[config.mk]
export PLATFORM = sky130hd
export DESIGN_NAME = uart_tx_arbiter
export DESIGN_NICKNAME = d
export VERILOG_FILES = /design/src/rtl/uart_pkg.sv /design/src/rtl/rr_picker.sv /design/src/rtl/uart_tx_arbiter.sv
export SDC_FILE = /design/constraint.sdc
export NUM_CORES = 1
export LEC_CHECK = 0
export CORE_ASPECT_RATIO = 1.4
export CORE_MARGIN = 1
export CORE_UTILIZATION = 52
export DETAILED_ROUTE_END_ITERATION = 7
export GPL_ROUTABILITY_DRIVEN = 0
export PLACE_DENSITY = 0.85
export SYNTH_ARGS = -nofsm -noshare
export SYNTH_HDL_FRONTEND = slang
export SYNTH_SLANG_ARGS = --single-unit
[constraint.sdc]
create_clock -name clk -period 7.5 [get_ports clk]
set_input_delay 1.5 -clock clk [delete_from_list [all_inputs] [get_ports clk]]
set_output_delay 1.5 -clock clk [all_outputs]
set_load 0.1 [all_outputs]
[src/rtl/uart_pkg.sv]
// Shared arbiter state encoding and default sizing for the UART transmit arbiter.
package uart_pkg;

    typedef enum logic [1:0] {
        ST_IDLE  = 2'd0,
        ST_GRANT = 2'd1,
        ST_SEND  = 2'd2
    } arb_state_t;

    localparam int          N_REQ_DEFAULT   = 4;
    // Two bit-periods at 10416 clk cycles per bit.
    localparam logic [15:0] TIMEOUT_DEFAULT = 16'd20832;

endpackage

[src/rtl/rr_picker.sv]
// Combinational round-robin priority encoder: first set valid bit at or after ptr, wrapping.
// Zero latency; no flow control of its own.
module rr_picker
    import uart_pkg::*;
#(
    parameter  int N_REQ = N_REQ_DEFAULT,
    localparam int IDX_W = $clog2(N_REQ)
) (
    input  logic [N_REQ-1:0] valid,
    input  logic [IDX_W-1:0] ptr,
    output logic             any,
    output logic [IDX_W-1:0] idx
);

    int cand;

    // Scan from the farthest slot back towards ptr so the nearest valid one wins.
    always_comb begin
        idx  = '0;
        cand = 0;
        for (int i = N_REQ - 1; i >= 0; i--) begin
            cand = (int'(ptr) + i) % N_REQ;
            if (valid[cand[IDX_W-1:0]]) begin
                idx = cand[IDX_W-1:0];
            end
        end
    end

    assign any = |valid;

endmodule

[src/rtl/uart_tx_arbiter.sv]
// Round-robin, frame-atomic arbiter feeding one UART transmitter; byte reaches tx_start 1 cycle after handshake.
// Backpressure: req_ready only for the frame owner, only while tx_busy is low; idle owners time out.
module uart_tx_arbiter
    import uart_pkg::*;
#(
    parameter  int          N_REQ   = N_REQ_DEFAULT,
    parameter  logic [15:0] TIMEOUT = TIMEOUT_DEFAULT,
    localparam int          IDX_W   = $clog2(N_REQ)
) (
    input  logic               clk,
    input  logic               rst_n,
    input  logic [N_REQ-1:0]   req_valid,
    input  logic [8*N_REQ-1:0] req_data,
    input  logic [N_REQ-1:0]   req_last,
    output logic [N_REQ-1:0]   req_ready,
    output logic               tx_start,
    output logic [7:0]         tx_data,
    input  logic               tx_busy,
    input  logic               tx_done,
    output logic               grant_active,
    output logic [IDX_W-1:0]   grant_id,
    output logic               frame_done,
    output logic               abort_err
);

    arb_state_t       state_q, state_d;
    logic [IDX_W-1:0] rr_ptr_q, rr_ptr_d;
    logic [15:0]      idle_cnt_q, idle_cnt_d;
    logic             last_q, last_d;
    logic [7:0]       tx_data_d;
    logic             tx_start_d;
    logic             grant_active_d;
    logic [IDX_W-1:0] grant_id_d;
    logic             frame_done_d;
    logic             abort_err_d;

    logic             pick_any;
    logic [IDX_W-1:0] pick_idx;
    logic             own_valid;
    logic             hs;
    logic [IDX_W-1:0] next_ptr;

    rr_picker #(.N_REQ(N_REQ)) u_picker (
        .valid (req_valid),
        .ptr   (rr_ptr_q),
        .any   (pick_any),
        .idx   (pick_idx)
    );

    assign own_valid = req_valid[grant_id];
    assign hs        = (state_q == ST_GRANT) && own_valid && !tx_busy;
    assign req_ready = (hs && rst_n) ? (N_REQ'(1) << grant_id) : '0;
    assign next_ptr  = (grant_id == IDX_W'(N_REQ - 1)) ? '0 : grant_id + 1'b1;

    always_comb begin
        state_d        = state_q;
        rr_ptr_d       = rr_ptr_q;
        idle_cnt_d     = idle_cnt_q;
        last_d         = last_q;
        tx_data_d      = tx_data;
        tx_start_d     = 1'b0;
        grant_active_d = grant_active;
        grant_id_d     = grant_id;
        frame_done_d   = 1'b0;
        abort_err_d    = 1'b0;

        case (state_q)
            ST_IDLE: begin
                if (pick_any) begin
                    grant_active_d = 1'b1;
                    grant_id_d     = pick_idx;
                    idle_cnt_d     = '0;
                    state_d        = ST_GRANT;
                end
            end
            ST_GRANT: begin
                if (hs) begin
                    tx_data_d  = req_data[{grant_id, 3'b000} +: 8];
                    last_d     = req_last[grant_id];
                    tx_start_d = 1'b1;
                    idle_cnt_d = '0;
                    state_d    = ST_SEND;
                end else if (!own_valid) begin
                    // An owner that stalls mid-frame is evicted so others are not starved.
                    if (idle_cnt_q + 16'd1 == TIMEOUT) begin
                        abort_err_d    = 1'b1;
                        grant_active_d = 1'b0;
                        rr_ptr_d       = next_ptr;
                        idle_cnt_d     = '0;
                        state_d        = ST_IDLE;
                    end else begin
                        idle_cnt_d = idle_cnt_q + 16'd1;
                    end
                end
            end
            ST_SEND: begin
                if (tx_done) begin
                    if (last_q) begin
                        frame_done_d   = 1'b1;
                        grant_active_d = 1'b0;
                        rr_ptr_d       = next_ptr;
                        state_d        = ST_IDLE;
                    end else begin
                        state_d = ST_GRANT;
                    end
                end
            end
            default: begin
                state_d = ST_IDLE;
            end
        endcase
    end

    always_ff @(posedge clk) begin
        if (!rst_n) begin
            state_q      <= ST_IDLE;
            rr_ptr_q     <= '0;
            idle_cnt_q   <= '0;
            last_q       <= 1'b0;
            tx_data      <= 8'h00;
            tx_start     <= 1'b0;
            grant_active <= 1'b0;
            grant_id     <= '0;
            frame_done   <= 1'b0;
            abort_err    <= 1'b0;
        end else begin
            state_q      <= state_d;
            rr_ptr_q     <= rr_ptr_d;
            idle_cnt_q   <= idle_cnt_d;
            last_q       <= last_d;
            tx_data      <= tx_data_d;
            tx_start     <= tx_start_d;
            grant_active <= grant_active_d;
            grant_id     <= grant_id_d;
            frame_done   <= frame_done_d;
            abort_err    <= abort_err_d;
        end
    end

endmodule

After elaboration in Yosys (flattened, before gate mapping):

Index checks and enable logic that the tools add are counted.

* muxes and demuxes: 46
* equality and inequality tests: 12
* add/sub/neg operators: 5
* shift operators: 2
* bitwise gates (word level): 2
* $lt $le $gt $ge: 5
* reduce and logical (&&, ||, !) cells: 18

Operators with widths (count)
* $mux W16: 4
* $pmux W16 S2: 1
* $shiftx A32 B6 Y8: 1
* $mux W2: 15
* $add A16 B1 Y16 const B: 1
* $eq A16 B15 Y1 const B: 1
* $mux W1: 16
* $lt A2 B3 Y1 const B: 5
* $bmux W1 S2: 6
* $ne A2 B2 Y1 const B: 5
* $reduce_or A4 Y1: 2
* $reduce_and A7 Y1: 1
* $pmux W2 S3: 1
* $reduce_and A2 Y1: 3
* $reduce_and A3 Y1: 2
* $reduce_and A6 Y1: 1
* $add A2 B1 Y2 const B: 2
* $add A2 B2 Y2 const B: 2
* $eq A2 B2 Y1 const B: 2
* $mux W4: 1
* $pmux W2 S2: 1
* $reduce_and A4 Y1: 1
* $reduce_bool A2 Y1: 2
* $shl A1 B2 Y4 const A: 1
* other kinds (10): 13

* output and inout bits: 18
* register bits after elaboration: 35
* word-level logic and storage cells: 100
* bits of input ports: 44

Depth between registers and ports, before layout:

* depth after elaboration: 7
* gate-level depth with buffers: 9
* gate-level depth less buffers: 8

By module:

Synthesis repeated with hierarchy kept, for this count alone.

* cell total of the unflattened synthesis: 294
* area, all modules: 2409.8 µm²

Modules (own cells, without submodules)
* uart_tx_arbiter: area each 2332.2 µm², times used 1, sequential area each 700.7 µm², cells each 281
* rr_picker: area each 77.6 µm², times used 1, sequential area each 0.0 µm², cells each 13

Worst setup path before layout:

OpenSTA, ideal clock, no wires.

* path kind: input to output
* start point: in req_valid[2]
* end point: out req_ready[0]
* path buffers: 0
* required time: 6.000 ns
* stages on the path: 4
* setup slack: 3.130 ns
* arrival: 2.870 ns
* path through: mux4_2 -> nand2_1 -> nor2_1 -> and3_1

* longest elaborated chain between the ends: 6

Ends and longest elaborated chain
* from (decl): line uart_tx_arbiter.sv:12 `input logic [N_REQ-1:0] req_valid,`
* $bmux W1 S2: line uart_tx_arbiter.sv:50 `assign own_valid = req_valid[grant_id];`
* $mux W1 (implied by the code): line uart_tx_arbiter.sv:50
* $logic_and A1 B1 Y1 (2 in series): line uart_tx_arbiter.sv:51 `assign hs = (state_q == ST_GRANT) && own_valid && !tx_busy;`
* $logic_and A1 B1 Y1: line uart_tx_arbiter.sv:52 `assign req_ready = (hs && rst_n) ? (N_REQ'(1) << grant_id) : '0;`
* $mux W4: line uart_tx_arbiter.sv:52
* to (decl): line uart_tx_arbiter.sv:15 `output logic [N_REQ-1:0] req_ready,`

Every way passes these cells. The select of a mux whose other input is x is not followed.

Worst setup path in the final report:

* start point: in req_valid[0]
* end point: out req_ready[0]

The elaborated chain is that of the path after synthesis.

==> out/qor.json <==
{
  "final_util": 0.716,
  "kind_of_capture_point_of_the_worst_setup_path": "output port",
  "drt_first_iter_violations": 104,
  "min-delay-start": "grant_active",
  "gr-usage-all-layers": 0.260,
  "required_ps": 6000,
  "cts_htree_levels": 2,
  "synthDominantAreaCellType": "sky130_fd_sc_hd__dfxtp_1",
  "crit_path_frequent_cell": "sky130_fd_sc_hd__clkdlybuf4s50_1",
  "vias_per_cell": 5.79,
  "globalRoute.totalOverflow": 0,
  "async_set_or_reset_register_ratio_after_synthesis": 0,
  "portBuffers": 61,
  "vias_in_the_first_global_route": 2133,
  "insertedDiodeCount": 0,
  "grt_setup_unrepaired": "no",
  "buffer_type_at_the_clock_tree_root": "sky130_fd_sc_hd__clkbuf_8",
  "fin_crit_ps": 6130,
  "num_vias": 2172,
  "wire_per_inst_um": 15.0,
  "finalClockSkew_ps": 9.44,
  "ioPinCount": 62,
  "postCtsHoldBufs": 0,
  "edff_count_synth": 0,
  "crit-reg2reg-capture": "idle_cnt_q[10]",
  "cts_buffer_depth": 2,
  "netlist_top_cells_area": "sky130_fd_sc_hd__dfxtp_1 31%, sky130_fd_sc_hd__mux4_2 9.9%, sky130_fd_sc_hd__nand2_1 7.6%",
  "netlist_area_um2": 2280,
  "finalWirelength_mm": 5.63,
  "dp_worst_setup_slack_ps": 1400,
  "timing.critical_path.slowest_cell_delay_ps": 1130,
  "synth.most_common_cell": "sky130_fd_sc_hd__nand2_1",
  "area_growth_syn_to_layout_pct": 31.7,
  "tightestPinTransition_ps": 989,
  "arithmetic_cell_share_of_the_synthesized_area_counting_full_adders_half_adders_and_majority_gates": 0.0548,
  "hold-path-cell-count": 2,
  "worst_slack_ps": 1370,
  "rr_startpoint": "grant_id[1]",
  "main_combinational_cell_family_by_area_after_synthesis": "simple AND/OR/NAND/NOR gates",
  "insertion_delay_ps": 290,
  "clock_sink_count": 35,
  "synth_top_flop_cell": "sky130_fd_sc_hd__dfxtp_1",
  "cts_made_buffers": 5,
  "critPathSlowestCell": "sky130_fd_sc_hd__clkdlybuf4s50_1",
  "dp.final_hpwl_mm": 4.24,
  "floorplan.rows": 28,
  "number_of_maximum_capacitance_violations": 0,
  "share_of_synthesized_cell_area_in_and_or_nand_and_nor_gates": 0.278,
  "finalSetupViolCount": 0,
  "timing_max_transition_violations_final": 0,
  "max_freq_ghz": 0.163,
  "worst_setup_path_start": "req_valid[0]",
  "synth-compound-area-share": 0.158,
  "wire_length_of_the_first_global_routing_pass_mm": 9.31,
  "run_status": "completed",
  "drt_first_pass_iters": 5,
  "post-cts-setup-buffers": 0,
  "vert_die_dim_um": 80.4,
  "drc": 0,
  "synth_sequential_area_ratio": 0.307,
  "final_hold_fails": 0,
  "fraction_of_layout_instances_using_a_drive_strength_above_1": 0.0909,
  "mux_cell_area_share_after_synthesis": 0.137,
  "grt_max_degree": 39,
  "synthesis.nets": 325,
  "post_cts_resize_count": 0,
  "synth_largest_type_area_fraction": 0.307,
  "design.core.area_um2": 4200,
  "syn-mean-instance-area_um2": 8.43,
  "r2r_cells": 6,
  "post_route_fraction_of_the_period_consumed_by_the_critical_path": 0.817,
  "ys_seq_elements": 35,
  "initial_antenna_violation_count": 0,
  "vdd.ir_drop.worst_v": 0.000206,
  "cts_clk_pin_slew_worst_paths_ps": 70,
  "fin_setup_tns_ps": 0,
  "slew_headroom": 0.339,
  "worstPathCellList": "clkdlybuf4s50_1 -> mux4_2 -> nand2_1 -> nor2_1 -> and3_1 -> clkdlybuf4s50_1",
  "worst_hold_path.endpoint": "grant_active",
  "criticalPathCategory": "input port to output port",
  "die_width_um": 58.0,
  "xor_and_xnor_area_share_after_synthesis": 0.0307,
  "yosysWarnings": 0,
  "post_synth_most_frequent_cells": "46 x sky130_fd_sc_hd__nand2_1, 35 x sky130_fd_sc_hd__dfxtp_1, 19 x sky130_fd_sc_hd__nor2_1",
  "static_leakage_nw": 1.05,
  "die_area_um2": 4670,
  "yosysUniqueCellTypes": 48,
  "arrival_ps": 4630,
  "start_util": 0.543,
  "critical_path_peak_fanout": 16,
  "fin_nets": 383,
  "power_density_nw_per_um2": 227,
  "drtAntennaViolNets": 0,
  "cts_tree": "done",
  "setup.worst_path.start_class": "input port",
  "synthesis.instances": 271,
  "min_path_type": "flip-flop to flip-flop",
  "timing.reg2reg.setup_slack_ps": 4560
}
==> registers in the layout (all words and copies together) (netlist names) <==
register and cells:
abort_err 1, rr_ptr_q 2, state_q 2, last_q 1
tx_start 1, frame_done 1, grant_active 1, grant_id 2
tx_data 8, idle_cnt_q 16
==> logic make-up after synthesis <==
group / after synthesis
buf+inv: 21
fa+ha+maj: 10
mux: 17
compound gates: 54
flops: 35
simple gates: 126
xor+xnor: 8
==> cell usage in the layout (no fill, tap or decap), types with 8 or more instances in the layout <==
cell / instances
sky130_fd_sc_hd__a21boi_0: 11
sky130_fd_sc_hd__a21oi_1: 14
sky130_fd_sc_hd__clkdlybuf4s50_1: 61
sky130_fd_sc_hd__dfxtp_1: 35
sky130_fd_sc_hd__ha_1: 10
sky130_fd_sc_hd__inv_1: 8
sky130_fd_sc_hd__mux4_2: 10
sky130_fd_sc_hd__nand2_1: 46
sky130_fd_sc_hd__nand3_1: 16
sky130_fd_sc_hd__nor2_1: 19
sky130_fd_sc_hd__o21ai_0: 10
==> report_power, final <==
group / switching, mW / internal, mW / total [mW]
sequential: 0.0275 / 0.205 / 0.232
combinational: 0.198 / 0.120 / 0.318
clock: 0.0686 / 0.0649 / 0.133
==> per-stage QoR <==
| step | total power, mW | hold WS, ps | cells | area (µm²) |
|---|---|---|---|---|
| detailed placement | 0.550 | 446 | 367 | 2920 |
| global placement | 0.543 | 449 | 367 | 2920 |
| finish | 0.684 | 468 | 375 | 3010 |
| global route | 0.725 | 498 | 375 | 3010 |
| floorplan | 0.463 | 442 | 271 | 2280 |
| CTS | 0.685 | 465 | 375 | 3010 |
==> final cells by class <==
cell class,instances,area (µm²)
timing repair buffer,64,633
fill,330,1190
clock buffer,6,72.6
clock inverter,2,12.5
multi-input combinational,215,1500
tap,45,56.3
sequential,35,701
inverter,8,30.0
==> metal layers <==
layer / part of all wire / GRT usage / vias to the layer above
met5: 0 / 0 / -
met4: 0.011 / 0.0786 / 0
met3: 0.062 / 0.0692 / 6
met2: 0.54 / 0.484 / 78
met1: 0.39 / 0.280 / 997
li1: - / - / 1091
==> worst max-delay path: cells and delay by family <==
kind	cells	cell delay, ps
buffers and inverters	2	1700
AND/OR/NAND/NOR	3	1130
multiplexers	1	290
==> worst max-delay path by stage <==
| stage | cells past startpoint | to |
|---|---|---|
| after floorplan | 4 | req_ready[0] |
| after global placement | 6 | req_ready[0] |
| after detailed placement | 6 | req_ready[3] |
| after CTS | 6 | req_ready[3] |
| after global routing | 6 | req_ready[2] |
| final | 6 | req_ready[0] |
Note: power is estimated with default switching activity, not from simulation.
